**src/rtl/cache_pmem_arbiter_pkg.sv**
```systemverilog
// Shared types and sizing for the I/D cache physical-memory arbiter.
// Optional build macro: ARB_ROUND_ROBIN_EN (see cache_pmem_arbiter.sv).
package cache_pmem_arbiter_pkg;

    localparam int ARB_BEATS  = 4;
    localparam int ARB_BEAT_W = 64;

    // FSM encoding kept as plain constants so older code can compare raw bits
    typedef logic [2:0] arb_state_t;
    localparam arb_state_t ST_IDLE = 3'd0;
    localparam arb_state_t ST_I_RD = 3'd1;
    localparam arb_state_t ST_D_RD = 3'd2;
    localparam arb_state_t ST_D_WR = 3'd3;
    localparam arb_state_t ST_DONE = 3'd4;

    typedef enum logic [1:0] {GNT_NONE, GNT_I, GNT_D} arb_grant_t;

    // Clear the byte-within-line offset bits of an address
    function automatic logic [31:0] line_align(input logic [31:0] a, input int off_w);
        return a & ~((32'd1 << off_w) - 32'd1);
    endfunction

endpackage

```
**src/rtl/cache_pmem_arbiter_if.sv**
```systemverilog
// Cache-side and pmem-side bus bundle for cache_pmem_arbiter.
// slave = arbiter view, master = caches + memory view.
interface cache_pmem_arbiter_if
    import cache_pmem_arbiter_pkg::*;
#(
    parameter int BEATS  = ARB_BEATS,
    parameter int BEAT_W = ARB_BEAT_W
);
    localparam int LINE_W = BEATS * BEAT_W;

    logic              i_read;
    logic [31:0]       i_address;
    logic [LINE_W-1:0] i_rdata;
    logic              i_resp;

    logic              d_read;
    logic              d_write;
    logic [31:0]       d_address;
    logic [LINE_W-1:0] d_wdata;
    logic [LINE_W-1:0] d_rdata;
    logic              d_resp;

    logic              pmem_read;
    logic              pmem_write;
    logic [31:0]       pmem_address;
    logic [BEAT_W-1:0] pmem_wdata;
    logic [BEAT_W-1:0] pmem_rdata;
    logic              pmem_resp;

    modport slave (
        input  i_read, i_address, d_read, d_write, d_address, d_wdata,
        input  pmem_rdata, pmem_resp,
        output i_rdata, i_resp, d_rdata, d_resp,
        output pmem_read, pmem_write, pmem_address, pmem_wdata
    );

    modport master (
        output i_read, i_address, d_read, d_write, d_address, d_wdata,
        output pmem_rdata, pmem_resp,
        input  i_rdata, i_resp, d_rdata, d_resp,
        input  pmem_read, pmem_write, pmem_address, pmem_wdata
    );

endinterface

```
**src/rtl/cache_pmem_arbiter_line_beat_buffer.sv**
```systemverilog
// One cache line of storage shared by read fills and writebacks:
// beat-indexed fill port, whole-line load port, beat-indexed read mux.
module cache_pmem_arbiter_line_beat_buffer #(
    parameter int BEATS  = 4,
    parameter int BEAT_W = 64
) (
    input  logic                       clk,
    input  logic                       rst,
    input  logic                       beat_we,
    input  logic [$clog2(BEATS)-1:0]   beat_idx,
    input  logic [BEAT_W-1:0]          beat_wdata,
    input  logic                       line_ld,
    input  logic [BEATS*BEAT_W-1:0]    line_wdata,
    output logic [BEATS*BEAT_W-1:0]    line_q,
    output logic [BEAT_W-1:0]          beat_q
);

    logic [BEATS-1:0][BEAT_W-1:0] beats;

    // Whole-line load has priority; otherwise fill the addressed beat
    always_ff @(posedge clk or negedge rst) begin
        if (!rst) begin
            beats <= '0;
        end else if (line_ld) begin
            beats <= line_wdata;
        end else if (beat_we) begin
            beats[beat_idx] <= beat_wdata;
        end
    end

    assign line_q = beats;
    assign beat_q = beats[beat_idx];

endmodule

```
**src/rtl/cache_pmem_arbiter.sv**
```systemverilog
// Arbitrates the single burst pmem port between I-cache and D-cache.
// Each grant runs a BEATS-beat burst, then one DONE cycle with resp.
// Build macro ARB_ROUND_ROBIN_EN: when defined, the requester not served
// last gets priority; otherwise D always beats I. D write beats D read.
module cache_pmem_arbiter
    import cache_pmem_arbiter_pkg::*;
#(
    parameter int BEATS  = ARB_BEATS,
    parameter int BEAT_W = ARB_BEAT_W
) (
    input  logic                 clk,
    input  logic                 rst,
    cache_pmem_arbiter_if.slave  bus
);

    localparam int LINE_W = BEATS * BEAT_W;
    localparam int CNT_W  = $clog2(BEATS);
    localparam int OFF_W  = $clog2(LINE_W / 8);
    localparam logic [CNT_W-1:0] LAST = CNT_W'(BEATS - 1);

    arb_state_t        state, nxt_st;
    arb_grant_t        gnt, nxt_gnt;
    logic [CNT_W-1:0]  cnt;
    logic [31:0]       addr, req_addr;
    logic              i_first, grant_fire, line_ld, beat_we;
    logic [LINE_W-1:0] line_q;
    logic [BEAT_W-1:0] beat_q;

`ifdef ARB_ROUND_ROBIN_EN
    arb_grant_t last_gnt;

    // Remember who was served last so the other side goes first next time
    always_ff @(posedge clk or negedge rst) begin
        if (!rst)            last_gnt <= GNT_I;
        else if (grant_fire) last_gnt <= nxt_gnt;
    end

    assign i_first = (last_gnt == GNT_D);
`else
    assign i_first = 1'b0;
`endif

    // Pick the next grant from live requests; only acted on in IDLE
    always_comb begin
        nxt_st   = ST_IDLE;
        nxt_gnt  = GNT_NONE;
        req_addr = bus.d_address;
        if (bus.i_read && (i_first || !(bus.d_read || bus.d_write))) begin
            nxt_st   = ST_I_RD;
            nxt_gnt  = GNT_I;
            req_addr = bus.i_address;
        end else if (bus.d_write) begin
            nxt_st  = ST_D_WR;
            nxt_gnt = GNT_D;
        end else if (bus.d_read) begin
            nxt_st  = ST_D_RD;
            nxt_gnt = GNT_D;
        end
    end

    assign grant_fire = (state == ST_IDLE) && (nxt_gnt != GNT_NONE);
    assign line_ld    = grant_fire && (nxt_st == ST_D_WR);
    assign beat_we    = bus.pmem_read && bus.pmem_resp;

    // FSM, beat counter, latched grant and burst address
    always_ff @(posedge clk or negedge rst) begin
        if (!rst) begin
            state <= ST_IDLE;
            gnt   <= GNT_NONE;
            cnt   <= '0;
            addr  <= '0;
        end else begin
            case (state)
                ST_IDLE: begin
                    if (grant_fire) begin
                        state <= nxt_st;
                        gnt   <= nxt_gnt;
                        addr  <= line_align(req_addr, OFF_W);
                    end
                end
                ST_I_RD, ST_D_RD, ST_D_WR: begin
                    if (bus.pmem_resp) begin
                        if (cnt == LAST) begin
                            cnt   <= '0;
                            state <= ST_DONE;
                        end else begin
                            cnt <= cnt + 1'b1;
                        end
                    end
                end
                ST_DONE: state <= ST_IDLE;
                default: state <= ST_IDLE;
            endcase
        end
    end

    cache_pmem_arbiter_line_beat_buffer #(
        .BEATS  (BEATS),
        .BEAT_W (BEAT_W)
    ) u_buf (
        .clk        (clk),
        .rst        (rst),
        .beat_we    (beat_we),
        .beat_idx   (cnt),
        .beat_wdata (bus.pmem_rdata),
        .line_ld    (line_ld),
        .line_wdata (bus.d_wdata),
        .line_q     (line_q),
        .beat_q     (beat_q)
    );

    assign bus.pmem_read    = (state == ST_I_RD) || (state == ST_D_RD);
    assign bus.pmem_write   = (state == ST_D_WR);
    assign bus.pmem_address = addr;
    assign bus.pmem_wdata   = (state == ST_D_WR) ? beat_q : '0;
    assign bus.i_resp       = (state == ST_DONE) && (gnt == GNT_I);
    assign bus.d_resp       = (state == ST_DONE) && (gnt == GNT_D);
    assign bus.i_rdata      = line_q;
    assign bus.d_rdata      = line_q;

endmodule

```
**src/flat_wrapper.sv**
```systemverilog
// flat-port wrapper written by rule: the top's interface ports become plain ports
module cache_pmem_arbiter_flat import cache_pmem_arbiter_pkg::*;
#(
    parameter int BEATS  = ARB_BEATS,
    parameter int BEAT_W = ARB_BEAT_W
)
  (clk, rst, bus_i_read, bus_i_address, bus_d_read, bus_d_write, bus_d_address, bus_d_wdata, bus_pmem_rdata, bus_pmem_resp, bus_i_rdata, bus_i_resp, bus_d_rdata, bus_d_resp, bus_pmem_read, bus_pmem_write, bus_pmem_address, bus_pmem_wdata);
  cache_pmem_arbiter_if #(.BEATS(BEATS), .BEAT_W(BEAT_W)) bus_i ();
  input  logic clk;
  input  logic rst;
  input wire logic [$bits(bus_i.i_read)-1:0] bus_i_read;
  input wire logic [$bits(bus_i.i_address)-1:0] bus_i_address;
  input wire logic [$bits(bus_i.d_read)-1:0] bus_d_read;
  input wire logic [$bits(bus_i.d_write)-1:0] bus_d_write;
  input wire logic [$bits(bus_i.d_address)-1:0] bus_d_address;
  input wire logic [$bits(bus_i.d_wdata)-1:0] bus_d_wdata;
  input wire logic [$bits(bus_i.pmem_rdata)-1:0] bus_pmem_rdata;
  input wire logic [$bits(bus_i.pmem_resp)-1:0] bus_pmem_resp;
  output wire logic [$bits(bus_i.i_rdata)-1:0] bus_i_rdata;
  output wire logic [$bits(bus_i.i_resp)-1:0] bus_i_resp;
  output wire logic [$bits(bus_i.d_rdata)-1:0] bus_d_rdata;
  output wire logic [$bits(bus_i.d_resp)-1:0] bus_d_resp;
  output wire logic [$bits(bus_i.pmem_read)-1:0] bus_pmem_read;
  output wire logic [$bits(bus_i.pmem_write)-1:0] bus_pmem_write;
  output wire logic [$bits(bus_i.pmem_address)-1:0] bus_pmem_address;
  output wire logic [$bits(bus_i.pmem_wdata)-1:0] bus_pmem_wdata;
  assign bus_i.i_read = bus_i_read;
  assign bus_i.i_address = bus_i_address;
  assign bus_i.d_read = bus_d_read;
  assign bus_i.d_write = bus_d_write;
  assign bus_i.d_address = bus_d_address;
  assign bus_i.d_wdata = bus_d_wdata;
  assign bus_i.pmem_rdata = bus_pmem_rdata;
  assign bus_i.pmem_resp = bus_pmem_resp;
  assign bus_i_rdata = bus_i.i_rdata;
  assign bus_i_resp = bus_i.i_resp;
  assign bus_d_rdata = bus_i.d_rdata;
  assign bus_d_resp = bus_i.d_resp;
  assign bus_pmem_read = bus_i.pmem_read;
  assign bus_pmem_write = bus_i.pmem_write;
  assign bus_pmem_address = bus_i.pmem_address;
  assign bus_pmem_wdata = bus_i.pmem_wdata;
  cache_pmem_arbiter #(.BEATS(BEATS), .BEAT_W(BEAT_W)) u_core (.clk(clk), .rst(rst), .bus(bus_i));
endmodule
```
**config.mk**
```make
export PLATFORM = sky130hd
export DESIGN_NAME = cache_pmem_arbiter_flat
export DESIGN_NICKNAME = d
export VERILOG_FILES = /design/src/rtl/cache_pmem_arbiter_pkg.sv /design/src/rtl/cache_pmem_arbiter_if.sv /design/src/rtl/cache_pmem_arbiter_line_beat_buffer.sv /design/src/rtl/cache_pmem_arbiter.sv /design/src/flat_wrapper.sv
export SDC_FILE = /design/constraint.sdc
export NUM_CORES = 1
export LEC_CHECK = 0
export CORE_AREA = 2 2 396 398
export DETAILED_ROUTE_END_ITERATION = 6
export DIE_AREA = 0 0 398 400
export HOLD_SLACK_MARGIN = 0.12
export PLACE_DENSITY_LB_ADDON = 0.3
export SYNTH_ARGS = -nofsm -noshare
export SYNTH_HDL_FRONTEND = slang
export SYNTH_SLANG_ARGS = --single-unit
```
**constraint.sdc**
```tcl
create_clock -name clk -period 6.5 [get_ports clk]
set_clock_uncertainty 0.2 [all_clocks]
set_input_delay 1.3 -clock clk [delete_from_list [all_inputs] [get_ports clk]]
set_output_delay 1.3 -clock clk [all_outputs]
set_load 0.02 [all_outputs]
```
## Word level (Yosys, flattened, before mapping)

Cells that the tools add are included.

| word-level totals | value |
|---|---|
| register bits | 290 |
| output and inout bits | 612 |

| operators by class | value |
|---|---|
| add/sub/neg operators | 1 |
| $lt $le $gt $ge | 2 |
| equality and inequality tests | 11 |
| multiplexer cells | 20 |
| reduce and logical (&&, ||, !) cells | 17 |

Operators by type and width:

| cell | number |
|---|---|
| $mux 256 | 2 |
| $bwmux 256 | 1 |
| $mux 64 | 3 |
| $bmux 64 s2 | 1 |
| $demux 64 s2 | 1 |
| $mux 32 | 1 |
| $mux 3 | 5 |
| $mux 2 | 5 |
| $eq 3x2->1 const B | 3 |
| $logic_and 1x1->1 | 7 |
| $pmux 3 s2 | 1 |
| $eq 2x2->1 const B | 2 |
| $ne 2x1->1 const B | 2 |
| $reduce_and 2->1 | 2 |
| $reduce_bool 2->1 | 2 |
| $eq 3x1->1 const B | 1 |
| $eq 3x3->1 const B | 1 |
| $logic_not 3->1 | 1 |
| $lt 2x3->1 const B | 1 |
| $reduce_and 3->1 | 1 |
| $reduce_or 3->1 | 1 |
| $add 2x1->2 const B | 1 |
| $eq 2x1->1 const B | 1 |
| $ge 2x1->1 const B | 1 |
| other kinds (3) | 4 |

## Longest topological paths before layout

Gate-level depths: netlist of run 1.

| depth | value |
|---|---|
| depth after elaboration | 8 |
| gate-level depth with buffers | 10 |
| depth with buffers taken out | 5 |

## By module

From an unflattened synthesis of run 1, not the netlist that was laid out.

| second synthesis, totals | value |
|---|---|
| cell total of the unflattened synthesis | 1,943 |
| area total of the unflattened synthesis | 17,860.9 sq um |

Modules (own cells, without submodules):

| module | times used | cells an instance | area each (sq um) | seq. area each (sq um) |
|---|---|---|---|---|
| cache_pmem_arbiter_line_beat_buffer | 1 | 1,480 | 13,795.7 | 6,406.1 |
| cache_pmem_arbiter | 1 | 463 | 4,065.1 | 850.8 |

## Worst setup path after synthesis of run 1

No wires, ideal clock.

| timing | value |
|---|---|
| path type | reg-to-output |
| from | reg u_core.cnt[0] |
| to | out bus_pmem_wdata[56] |
| data arrival time | 1,666 ps |
| data required time | 5,000 ps |
| setup slack | 3,334 ps |
| stages on the path, launching flop included | 6 |
| buffers on the path | 3 |
| cell sequence | dfrtp_1 -> clkbuf_1 -> buf_4 -> buf_2 -> mux4_2 -> nor2b_1 |

| on the way | value |
|---|---|
| cells in the longest elaborated chain, start to end | 3 |

Ends and longest elaborated chain:

| what | line | text |
|---|---|---|
| start, declared | cache_pmem_arbiter.sv:23 | `logic [CNT_W-1:0] cnt;` |
| start signal, assigned | cache_pmem_arbiter.sv:87 | `cnt <= cnt + 1'b1;` |
| $bmux 64 s2 | cache_pmem_arbiter_line_beat_buffer.sv:32 | `assign beat_q = beats[beat_idx];` |
| $mux 64 (implied by the code) | cache_pmem_arbiter_line_beat_buffer.sv:32 |  |
| $mux 64 | cache_pmem_arbiter.sv:115 | `assign bus.pmem_wdata = (state == ST_D_WR) ? beat_q : '0;` |
| end, declared | flat_wrapper.sv:26 | `output wire logic [$bits(bus_i.pmem_wdata)-1:0] bus_pmem_wdata;` |

No other way between the ends. The select of a mux whose other input is x is not followed.

## Worst setup path in the final report of run 1

| timing | value |
|---|---|
| from | reg u_core.state[0] |
| to | out bus_pmem_wdata[41] |

| on the way | value |
|---|---|
| cells in the longest elaborated chain, start to end | 2 |

Ends and longest elaborated chain:

| what | line | text |
|---|---|---|
| start, declared | cache_pmem_arbiter.sv:21 | `arb_state_t state, nxt_st;` |
| start signal, assigned | cache_pmem_arbiter.sv:76 | `state <= nxt_st;` |
| $eq 3x2->1 | cache_pmem_arbiter.sv:115 |  |
| $mux 64 | cache_pmem_arbiter.sv:115 |  |

No other way between the ends.

==> results of run 1 <==
## cell type report
cell class | count | area, um^2 | area share, %
Antenna cell | 7 | 17.5 | 0.0599
Clock buffer | 59 | 1190 | 4.05
Multi-Input combinational cell | 1253 | 7820 | 26.7
Tap cell | 2058 | 2570 | 8.80
Sequential cell | 290 | 7260 | 24.8
Inverter | 4 | 15.0 | 0.0513
Timing Repair Buffer | 1021 | 10200 | 35.0
Clock inverter | 13 | 155 | 0.530
## routing by layer
layer | global-route usage, % | wire [um] | vias up
met5 | 0 | 18 | -
met4 | 4.13 | 3160 | 2
met3 | 2.55 | 7450 | 132
met2 | 24.4 | 59400 | 867
met1 | 18.6 | 50600 | 9359
li1 | - | - | 8007
## Yosys cell counts (28+ instances only)
| cell | n | area (um^2) |
|---|---|---|
| dfrtp_1 | 290 | 7260 |
| nand2_1 | 388 | 1460 |
| buf_4 | 266 | 2000 |
| o21ai_0 | 64 | 320 |
| nand3_1 | 193 | 966 |
| a31oi_1 | 64 | 400 |
| a21oi_1 | 66 | 330 |
| nor2b_1 | 64 | 400 |
| clkbuf_1 | 112 | 420 |
| buf_2 | 33 | 165 |
| mux4_2 | 64 | 1440 |
| o211ai_1 | 192 | 1440 |
| a22oi_1 | 28 | 210 |
| nor2_1 | 70 | 263 |
## state kept, by name (all words and copies together) (netlist names)
signal / count
u_core.u_buf.line_q: 256
u_core.state: 3
u_core.cnt: 2
u_core.bus.pmem_address: 27
u_core.gnt: 2
## logic make-up after synthesis
logic type,Yosys count
and+or+nand+nor,731
buffers and inverters,448
AOI/OAI and AO/OA,445
DFF,290
muxes,66
adders and majority gates,4
xor gates and xnor gates,2
other,1
## path summary, 6_finish.rpt
check / from / to / depth (start not counted)
setup / recovery: u_core.state[0]$_DFFE_PN0P_ / bus_pmem_wdata[41] / 4
hold / removal: u_core.bus.pmem_address[14]$_DFFE_PN0P_ / u_core.bus.pmem_address[14]$_DFFE_PN0P_ / 1
setup reg to reg: u_core.cnt[1]$_DFFE_PN0P_ / u_core.u_buf.line_q[32]$_DFFE_PN0P_ / 7
hold reg to reg: u_core.bus.pmem_address[14]$_DFFE_PN0P_ / u_core.bus.pmem_address[14]$_DFFE_PN0P_ / 1
max in group asynchronous: rst / u_core.u_buf.line_q[122]$_DFFE_PN0P_ / 2
min in group asynchronous: rst / u_core.u_buf.line_q[29]$_DFFE_PN0P_ / 1
## metrics by stage
stage	cells	hold WS (ns)	total power, mW	cell area, um^2	setup slack (ns)
2_1_floorplan	1991	0.281	10.3	17900	3.33
3_3_place_gp	4626	0.274	15.9	27900	1.92
3_5_place_dp	4626	0.273	15.9	27900	1.92
4_1_cts	4698	0.291	18.4	29200	1.29
5_1_grt	4699	0.304	19.0	29300	1.29
6_report	4705	0.287	18.1	29300	1.59
## power by group
| group | switching (mW) | internal, mW |
|---|---|---|
| clock | 0.988 | 1.39 |
| combinational | 6.49 | 4.90 |
| sequential | 1.60 | 2.71 |
| total | 9.08 | 9.00 |
## worst max-delay path, delay by kind of cell, from the launching register on
family                 cells  cell delay, ns
DFF                        1            0.70
and+or+nand+nor            2            0.84
buffers and inverters      2            1.23
==> flow_metrics.env, run 1 <==
export IMPL_cts_reportedPaths_clkPinSlew_ns=0.06
export IMPL_grt_antenna_before_repair=24
export IMPL_layout_common_cells="clkdlybuf4s50_1 (985), nand2_1 (388), dfrtp_1 (288)"
export IMPL_synthMuxAreaShare_pct=8.17
export IMPL_drt_initial_drc_count=1222
export IMPL_layout_nets=3006
export IMPL_worst_slew_pin_slew_ns=1.10
export IMPL_leakage_nw=10.4
export IMPL_slew_headroom_pct=26.9
export IMPL_fmax_mhz=203
export IMPL_totalWireLength_um=121000
export IMPL_hold_path_class="register to register"
export IMPL_synth_adder_area_share_pct=0.279
export IMPL_grt_pass1_vias=18551
export IMPL_vias_per_cell=3.90
export IMPL_postSynth_asyncResetShare_pct=100
export IMPL_clockRootBuffer="clkbuf_16"
export IMPL_die_x_um=398
export IMPL_fill_cells=17323
export IMPL_critPathRequiredTime_ns=5.00
export IMPL_initial_core_util_pct=11.6
export IMPL_path_class="register to output port"
export IMPL_hold_viol=0
export IMPL_htree_levels=2
export IMPL_maxCapViolations=0
export IMPL_die_h_um=400
export IMPL_synth_edf_count=0
export IMPL_setup_viol=0
export IMPL_postRouteAntennaNets=0
export IMPL_cts_sinks=290
export IMPL_insertion_delay_ns=0.58
export IMPL_dp_hpwl_um=88600
export IMPL_tns_ns=0
export IMPL_post_cts_resized=0
export IMPL_fin_crit_ns=4.91
export IMPL_worstPathArrival_ns=3.41
export IMPL_port_buffers=986
export IMPL_syn_area_per_cell_um2=9.02
export IMPL_placementRows=145
export IMPL_gp_congestion=0.843
export IMPL_grt_setup_unrepaired="false"
export IMPL_drive_above_1_share_pct=6.82
export IMPL_cts_max_path_buffers=3
export IMPL_start_kind="register"
export IMPL_outcome="finished, final reports clean"
export IMPL_synthSimpleGateAreaFrac_pct=18.0
export IMPL_synth_distinct_cells=36
export IMPL_synth_seq_cells=290
export IMPL_post_route_period_util_pct=75.6
export IMPL_slowest_stage="clkdlybuf4s50_1"
export IMPL_post_cts_buffers=0
export IMPL_netlist_area_um2=17900
export IMPL_synth_top_family_by_area="simple AND/OR/NAND/NOR gates"
export IMPL_power_density_nw_per_um2=618
export IMPL_route_detailed_drc=0
export IMPL_crit_chain="nand3_4 -> buf_4 -> nor2b_1 -> clkdlybuf4s50_1"
export IMPL_fin_util_pct=18.9
export IMPL_grt_total_usage_pct=14.4
export IMPL_syn2layout_area_growth_pct=63.3
export IMPL_vdd_drop_max_mv=0.495
export IMPL_dr_pass1_iters=5
export IMPL_final_common_cell="clkdlybuf4s50_1"
export IMPL_synth_compound_area_share_pct=16.6
export IMPL_cts_made_buffers=42
export IMPL_ys_warn_count=0
export IMPL_core_um2=155000
export IMPL_worst_setup_path_end_kind="output port"
export IMPL_cp_max_fo=33
export IMPL_r2r_slack_ns=2.65
export IMPL_cts_hold_buf=0
export IMPL_max_stage_delay_ns=0.75
export IMPL_grt_max_degree=144
export IMPL_maxSlewViolCount=0
export IMPL_routedWlPerCell_um=25.6
export IMPL_syn_inst=1987
export IMPL_yosys_most_used_dff="dfrtp_1"
export IMPL_vias=18367
export IMPL_synth_xor_area_share_pct=0.140
export IMPL_die_area_um2=159000
export IMPL_grt_pass1_wl_um=161000
export IMPL_globalRouteOverflowTotal=0
export IMPL_boundaryPins=1002
export IMPL_cts_tree="yes"
export IMPL_yosysSeqAreaShare_pct=40.5
Note: power is estimated with default switching activity, not from simulation.
==> run 2, diff against run 1 <==
clock period = 4.8 ns   (was 6.5 ns; I/O delays follow)
==> run 2 against run 1 <==
Against the previous run: worst hold slack got worse by 0.18 ns; non-clock buffer count increased by 16; sequential cell count unchanged; critical path type unchanged; largest cell class unchanged; wire length decreased by 1.5%; highest routed layer unchanged; critical path depth increased by 1; global-route usage decreased by 0.14 points; sequential power increased by 39%.
==> flow_metrics.env, run 2 (synthesis results as in run 1) <==
export IMPL_port_buffers=986
export IMPL_vias_per_cell=3.92
export IMPL_crit_chain="buf_12 -> buf_4 -> mux4_2 -> nor2b_1 -> clkdlybuf4s50_1"
export IMPL_gp_congestion=0.848
export IMPL_cts_max_path_buffers=3
export IMPL_path_depth=5
export IMPL_drt_initial_drc_count=1185
export IMPL_post_cts_buffers=0
export IMPL_insertion_delay_ns=0.58
export IMPL_layout_common_cells="clkdlybuf4s50_1 (985), nand2_1 (388), dfrtp_1 (288)"
export IMPL_multi_input_area_um2=7820
export IMPL_grt_total_usage_pct=14.2
export IMPL_cts_sinks=290
export IMPL_vdd_drop_max_mv=0.636
export IMPL_hold_viol=0
export IMPL_worstPathArrival_ns=3.38
export IMPL_critPathRequiredTime_ns=3.64
export IMPL_maxSlewViolCount=0
export IMPL_final_cells=4716
export IMPL_grt_antenna_before_repair=25
export IMPL_hold_path_class="input pin to async pin"
export IMPL_routedWlPerCell_um=25.2
export IMPL_path_buf_inv=3
export IMPL_cts_hold_buf=0
export IMPL_vias=18467
export IMPL_worst_slew_pin_slew_ns=1.18
export IMPL_dp_cells=4642
export IMPL_ff2ff_path_depth=6
export IMPL_slew_headroom_pct=21.5
export IMPL_placementRows=145
export IMPL_r2r_start="u_core.cnt[0]$_DFFE_PN0P_"
export IMPL_setup_viol=0
export IMPL_maxCapViolations=0
export IMPL_dp_hpwl_um=88500
export IMPL_cts_tree="yes"
export IMPL_cp_top_family="buffers and inverters"
export IMPL_worst_setup_path_end_kind="output port"
export IMPL_fin_crit_ns=4.54
export IMPL_post_cts_resized=0
export IMPL_fin_util_pct=19.0
export IMPL_busiest_layer="met2"
export IMPL_grt_pass1_vias=18643
export IMPL_cts_reportedPaths_clkPinSlew_ns=0.06
export IMPL_fmax_mhz=220
export IMPL_slowest_stage="dfrtp_4"
export IMPL_layout_nets=3020
export IMPL_drive_above_1_share_pct=7.27
export IMPL_start_kind="register"
export IMPL_final_common_cell="clkdlybuf4s50_1"
export IMPL_tns_ns=0
export IMPL_dr_pass1_iters=5
export IMPL_whs_ns=0.107
export IMPL_outcome="finished, final reports clean"
export IMPL_cts_made_buffers=40
export IMPL_route_detailed_drc=0
export IMPL_grt_use_met3_pct=2.86
export IMPL_fill_cells=17271
export IMPL_place_ws_ns=0.801
export IMPL_path_class="register to output port"
export IMPL_core_um2=155000
export IMPL_rr_endpoint="u_core.u_buf.line_q[66]$_DFFE_PN0P_"
export IMPL_globalRouteOverflowTotal=0
export IMPL_initial_core_util_pct=11.6
export IMPL_boundaryPins=1002
export IMPL_global_route_usage_met2_pct=23.8
export IMPL_totalWireLength_um=119000
export IMPL_r2r_slack_ns=1.33
export IMPL_seq_area_um2=7260
export IMPL_die_h_um=400
export IMPL_postRouteAntennaNets=0
export IMPL_leakage_nw=10.5
export IMPL_clockRootBuffer="clkbuf_16"
export IMPL_htree_levels=2
export IMPL_cp_max_fo=26
export IMPL_die_area_um2=159000
export IMPL_max_stage_delay_ns=0.92
export IMPL_syn2layout_area_growth_pct=64.3
export IMPL_power_density_nw_per_um2=831
export IMPL_fin_ws_ns=0.255
export IMPL_grt_setup_unrepaired="false"
export IMPL_die_x_um=398
export IMPL_grtUsageMet1_pct=18.4
export IMPL_post_route_period_util_pct=94.7
export IMPL_largest_register_ffs=256
export IMPL_grt_max_degree=134
export IMPL_grt_pass1_wl_um=160000
-- run 2: final cells by class --
cell class	count	share of cell area, %
clock buffers	63	4.14
multi-input cells	1253	26.6
flip-flops and latches	290	24.7
clock inverters	6	0.378
inverters	4	0.0510
repair buffers	1037	35.4
diodes	5	0.0425
well taps	2058	8.75
-- run 2: how the worst max path moves through the flow --
stage | from | end | slack (ns)
floorplan | u_core.cnt[0]$_DFFE_PN0P_ | bus_pmem_wdata[56] | 1.97
global placement | u_core.cnt[0]$_DFFE_PN0P_ | bus_pmem_wdata[35] | 0.81
detailed placement | u_core.cnt[0]$_DFFE_PN0P_ | bus_pmem_wdata[36] | 0.80
CTS | u_core.cnt[0]$_DFFE_PN0P_ | bus_pmem_wdata[36] | 0.12
global route | u_core.cnt[0]$_DFFE_PN0P_ | bus_pmem_wdata[36] | 0.03
finish | u_core.cnt[0]$_DFFE_PN0P_ | bus_pmem_wdata[36] | 0.26
-- run 2: stage by stage --
step	total power, mW	cell area, um^2
after floorplan	14.0	17900
after global placement	21.5	28100
after detailed placement	21.5	28100
after CTS	24.8	29400
after global routing	25.7	29400
final	24.5	29400
-- run 2: power by group --
group | leakage (nW) | switching, mW | total [mW] | internal, mW
logic | 6.30 | 8.58 | 15.3 | 6.72
registers | 3.53 | 2.33 | 6.00 | 3.67
clock network | 0.648 | 1.27 | 3.17 | 1.89
total | 10.5 | 12.2 | 24.5 | 12.3
-- run 2: routing by layer --
layer,share of wire (%),wire (um)
met4,2.8,3300
met3,6.5,7710
met5,0.058,69
met2,49,57900
met1,42,49900
==> run 3, diff against run 2 <==
ABC_AREA = 1   (was unset)
CORE_AREA = 2 2 386 388   (was 2 2 396 398)
DIE_AREA = 0 0 388 390   (was 0 0 398 400)
GPL_ROUTABILITY_DRIVEN = 0   (was unset)
==> run 3 against run 2 <==
Against the previous run: worst setup slack gained 0.14 ns; area after synthesis increased by 21%; largest power group unchanged; critical path type unchanged; die area decreased by 4.9%.
==> flow_metrics.env, run 3 <==
export IMPL_fin_ws_ns=0.398
export IMPL_cts_made_buffers=41
export IMPL_crit_top_cell="buf_4"
export IMPL_dp_cells=5891
export IMPL_max_stage_delay_ns=0.59
export IMPL_post_cts_buffers=0
export IMPL_layout_common_cells="nand2_1 (1,252), clkdlybuf4s50_1 (981), inv_1 (318)"
export IMPL_vias=25281
export IMPL_grt_total_usage_pct=17.7
export IMPL_synth_area_top_cells="dfrtp_1 (33%), nand2_1 (22%), buf_4 (9.2%)"
export IMPL_power_density_nw_per_um2=654
export IMPL_path_buf_inv=3
export IMPL_routedWlPerCell_um=23.3
export IMPL_die_x_um=388
export IMPL_hold_path_class="input pin to async pin"
export IMPL_hold_viol=0
export IMPL_cts_reportedPaths_clkPinSlew_ns=0.06
export IMPL_final_common_cell="nand2_1"
export IMPL_worst_setup_path_end_kind="output port"
export IMPL_ys_warn_count=0
export IMPL_yosys_most_used_dff="dfrtp_1"
export IMPL_tns_ns=0
export IMPL_cts_tree="yes"
export IMPL_start_kind="register"
export IMPL_yosysSeqAreaShare_pct=33.5
export IMPL_cp_max_fo=30
export IMPL_grt_pass1_wl_um=194000
export IMPL_cp_top_family="buffers and inverters"
export IMPL_cts_hold_buf=0
export IMPL_insertion_delay_ns=0.60
export IMPL_dr_pass1_iters=5
export IMPL_layout_nets=4398
export IMPL_leakage_nw=16.2
export IMPL_drive_above_1_share_pct=3.42
export IMPL_place_ws_ns=0.952
export IMPL_postRouteAntennaNets=0
export IMPL_dp_hpwl_um=98200
export IMPL_post_route_period_util_pct=91.7
export IMPL_crit_chain="buf_4 -> buf_4 -> nor2_1 -> o21ai_0 -> a21oi_1 -> clkdlybuf4s50_1"
export IMPL_syn2layout_area_growth_pct=51.9
export IMPL_synth_seq_cells=290
export IMPL_yosysTopAreaCell="dfrtp_1"
export IMPL_syn_inst=3451
export IMPL_drt_initial_drc_count=1866
export IMPL_path_depth=6
export IMPL_postSynth_asyncResetShare_pct=100
export IMPL_boundaryPins=1002
export IMPL_vias_per_cell=4.23
export IMPL_port_buffers=986
export IMPL_largest_register_ffs=256
export IMPL_slew_headroom_pct=29.2
export IMPL_maxCapViolations=0
export IMPL_final_cells=5975
export IMPL_setup_viol=0
export IMPL_globalRouteOverflowTotal=0
export IMPL_netlist_area_um2=21700
export IMPL_htree_levels=2
export IMPL_slowest_stage="clkdlybuf4s50_1"
export IMPL_grt_pass1_vias=24701
export IMPL_fin_crit_ns=4.40
export IMPL_worstPathArrival_ns=3.24
export IMPL_clockRootBuffer="clkbuf_16"
export IMPL_path_class="register to output port"
export IMPL_maxSlewViolCount=0
export IMPL_post_cts_resized=0
export IMPL_fin_util_pct=22.4
export IMPL_postLayoutCellArea_um2=33000
export IMPL_grt_setup_unrepaired="false"
export IMPL_syn_area_per_cell_um2=6.29
export IMPL_grt_max_degree=149
export IMPL_cts_sinks=290
export IMPL_initial_core_util_pct=14.7
export IMPL_critPathRequiredTime_ns=3.64
export IMPL_synth_distinct_cells=25
export IMPL_core_um2=147000
export IMPL_ff2ff_path_depth=11
export IMPL_placementRows=141
export IMPL_fmax_mhz=227
export IMPL_die_h_um=390
export IMPL_grt_antenna_before_repair=37
export IMPL_synth_most_common_cell="nand2_1"
export IMPL_synth_edf_count=0
export IMPL_dpl_cell_area_um2=31600
export IMPL_route_detailed_drc=0
export IMPL_synth_commonest_cells="nand2_1 (1,255), inv_1 (319), dfrtp_1 (290)"
export IMPL_yosys_area_top_type_share_pct=33.5
export IMPL_outcome="finished, final reports clean"
export IMPL_vdd_drop_max_mv=0.410
export IMPL_die_area_um2=151000
export IMPL_cts_max_path_buffers=3
export IMPL_worst_slew_pin_slew_ns=1.05
export IMPL_totalWireLength_um=139000
## run 3: layer usage
| layer | part of all wire [%] | track usage, % |
|---|---|---|
| met3 | 7.7 | 4.04 |
| met1 | 42 | 22.8 |
| met2 | 48 | 29.6 |
| met4 | 2.2 | 4.73 |
| met5 | 0.099 | 0 |
## run 3: report_power, final
part           leakage, nW  internal, mW  total, mW  switching (mW)
Combinational         11.8          5.00       13.6            8.62
Clock                0.645          1.83       3.15            1.32
Sequential            3.81          3.36       4.79            1.43
## run 3: cell type report
type	instances	area, um^2
inverters	323	1220
multi-input cells	2308	10200
fillers	16638	114000
diodes	13	32.5
clock inverters	9	98.8
repair buffers	1040	10500
well taps	1930	2410
flip-flops and latches	290	7260
clock buffers	62	1210
## run 3: through the flow
step                      hold WS [ns]  total power [mW]
after detailed placement         0.316              18.5
final                            0.245              21.6
after global placement           0.313              18.5
after CTS                        0.245              21.8
after floorplan                  0.289              12.2
after global routing             0.266              22.9
## run 3: final timing paths
kind	slack [ns]	from	end
worst max-delay path	0.40	u_core.cnt[1]$_DFFE_PN0P_	bus_pmem_wdata[40]
max in group asynchronous	3.18	rst	u_core.u_buf.line_q[82]$_DFFE_PN0P_
worst max register to register	1.46	u_core.cnt[1]$_DFFE_PN0P_	u_core.u_buf.line_q[107]$_DFFE_PN0P_
worst min register to register	0.33	u_core.bus.pmem_address[7]$_DFFE_PN0P_	u_core.bus.pmem_address[7]$_DFFE_PN0P_
min in group clk	0.33	u_core.bus.pmem_address[7]$_DFFE_PN0P_	u_core.bus.pmem_address[7]$_DFFE_PN0P_
worst min-delay path	0.24	rst	u_core.bus.pmem_address[5]$_DFFE_PN0P_
## run 3: kinds of logic after synthesis
family,Yosys count,synth area share (%)
AND/OR/NAND/NOR,2043,40.0
buffers and inverters,857,20.1
flip-flops,290,33.5
AO/OA/AOI/OAI,256,6.23
adder cells (fa/ha/maj),4,0.231
other,1,0.0173
==> patch (config.mk and constraints of run 2) <==
Set the package constant `ARB_BEATS` to 2 (it was 4).
--- a/src/rtl/cache_pmem_arbiter_pkg.sv
+++ b/src/rtl/cache_pmem_arbiter_pkg.sv
@@ -4,3 +4,3 @@
 
-    localparam int ARB_BEATS  = 4;
+    localparam int ARB_BEATS  = 2;
     localparam int ARB_BEAT_W = 64;
Interface: changed (resized bus_d_rdata, bus_d_wdata and bus_i_rdata); port bits go from 1002 to 618. The function was not compared with the original's and may differ.
==> patch against run 2 <==
  * Via count down 44%
  * Setup slack better by 290 ps
  * Hold slack better by 180 ps
  * Sequential cell count down 128
  * Cell area down 39%
  * Area after synthesis down 46%
  * Total power down 45%
  * Wire length down 45%
  * Largest cell class unchanged
  * Highest routed layer unchanged
==> patch: results <==
[global_route]
grt_max_degree = 129
met3_usage_pct = 2.771
grtUsageTotal_pct = 7.991
grt_pass1_wl_mm = 87.75
met2_usage_pct = 13.29
grt_pass1_vias = 10616
antenna_found_initial = 18
global_route.usage.met1_pct = 9.634

[logic_synthesis]
ys_seq_area_share_pct = 41.60
synthMuxAreaShare_pct = 6.574
synth_common_cells = "dfrtp_1, buf_4, nor2_1, nand2_1, a21oi_1"
postSynthAreaPerCell_um2 = 8.616
synthTopCellsByArea = "dfrtp_1, buf_4, mux2i_1"
synth_xor_area_share_pct = 0.2696
synth_compound_area_share_pct = 20.75
synth_adder_area_share_pct = 0

[drt]
dr.first_iter.drc_count = 556
wl_met1_mm = 27.07
post_drt_via_cell_ratio = 2.849
wl_met3_mm = 5.433
vias = 10329
dr_wl_met2_mm = 31.35
post_drt_wl_per_cell_um = 17.99

[finish]
n_clock_buffer = 18
antenna_cells = 7
multi_input_cells = 732
sh_seq_area_pct = 22.71
clk_share_pct = 3.551
largest_reg_flops = 128
inv_count = 2
nets = 1809
fillers = 17927
multiInputGateArea_mm2 = 0.004195
final-nonclk-buf-share_pct = 35.70
buffers = 632
layout-drive-gt1-share_pct = 4.487

[clocking]
clkLatencyLatePin_ps = 520
h-tree-depth = 4
clock_sinks = 162
holdBufCountCts = 1
cts_buffers = 17

[power]
p_leak_uw = 0.006182
peakVddDrop_uv = 599.9
internal_power_uw = 6511
p_comb_uw = 8480
seq_power_share_pct = 24.3

[critical_path]
cp_max_fo = 31
worstSetupStartpoint = "u_core.state[1]"
cp_data_arrival_time_ps = 3090
crit_slowest_cell = "dfrtp_1"
critPathTopFamily = "buffers and inverters"
max_stage_delay_ps = 690

[timing]
max_slew_margin_pct = 26.05

[worst_hold_path]
hold_path.class = "reg2reg"

[placed_design]
dpl.hpwl_mm = 47.44
routabilityCongestion = 0.7521
io_buffers = 605

[run_status]
status = "finished, final reports clean"
## patch: cell types whose count changed after synthesis, sizes merged, moves of 3 or more
cell,delta
nand2,-257
nand3,-129
dfrtp,-128
o211ai,-128
buf,-123
clkbuf,-83
mux2i,+64
mux4,-64
nor2b,-64
nor2,+62
ha,-4
and3b,-3
## patch: final timing paths
check | end | cells after the start | slack (ps)
max in group asynchronous | u_core.u_buf.line_q[96] | 3 | 2820
worst max-delay path | bus_pmem_wdata[33] | 4 | 550
worst min-delay path | u_core.bus.pmem_address[17] | 1 | 290
min in group asynchronous | u_core.u_buf.line_q[57] | 2 | 690
worst max register to register | u_core.u_buf.line_q[83] | 5 | 1820
worst min register to register | u_core.bus.pmem_address[17] | 1 | 290
## patch: through the flow
step	setup slack [ps]	total power [uW]	instance area, um2
2_1_floorplan	2258	7787	9756
3_3_place_gp	1042	11980	17200
3_5_place_dp	999.5	11960	17200
4_1_cts	363.9	13720	17850
5_1_grt	321.2	14270	17850
6_report	547.3	13350	17870
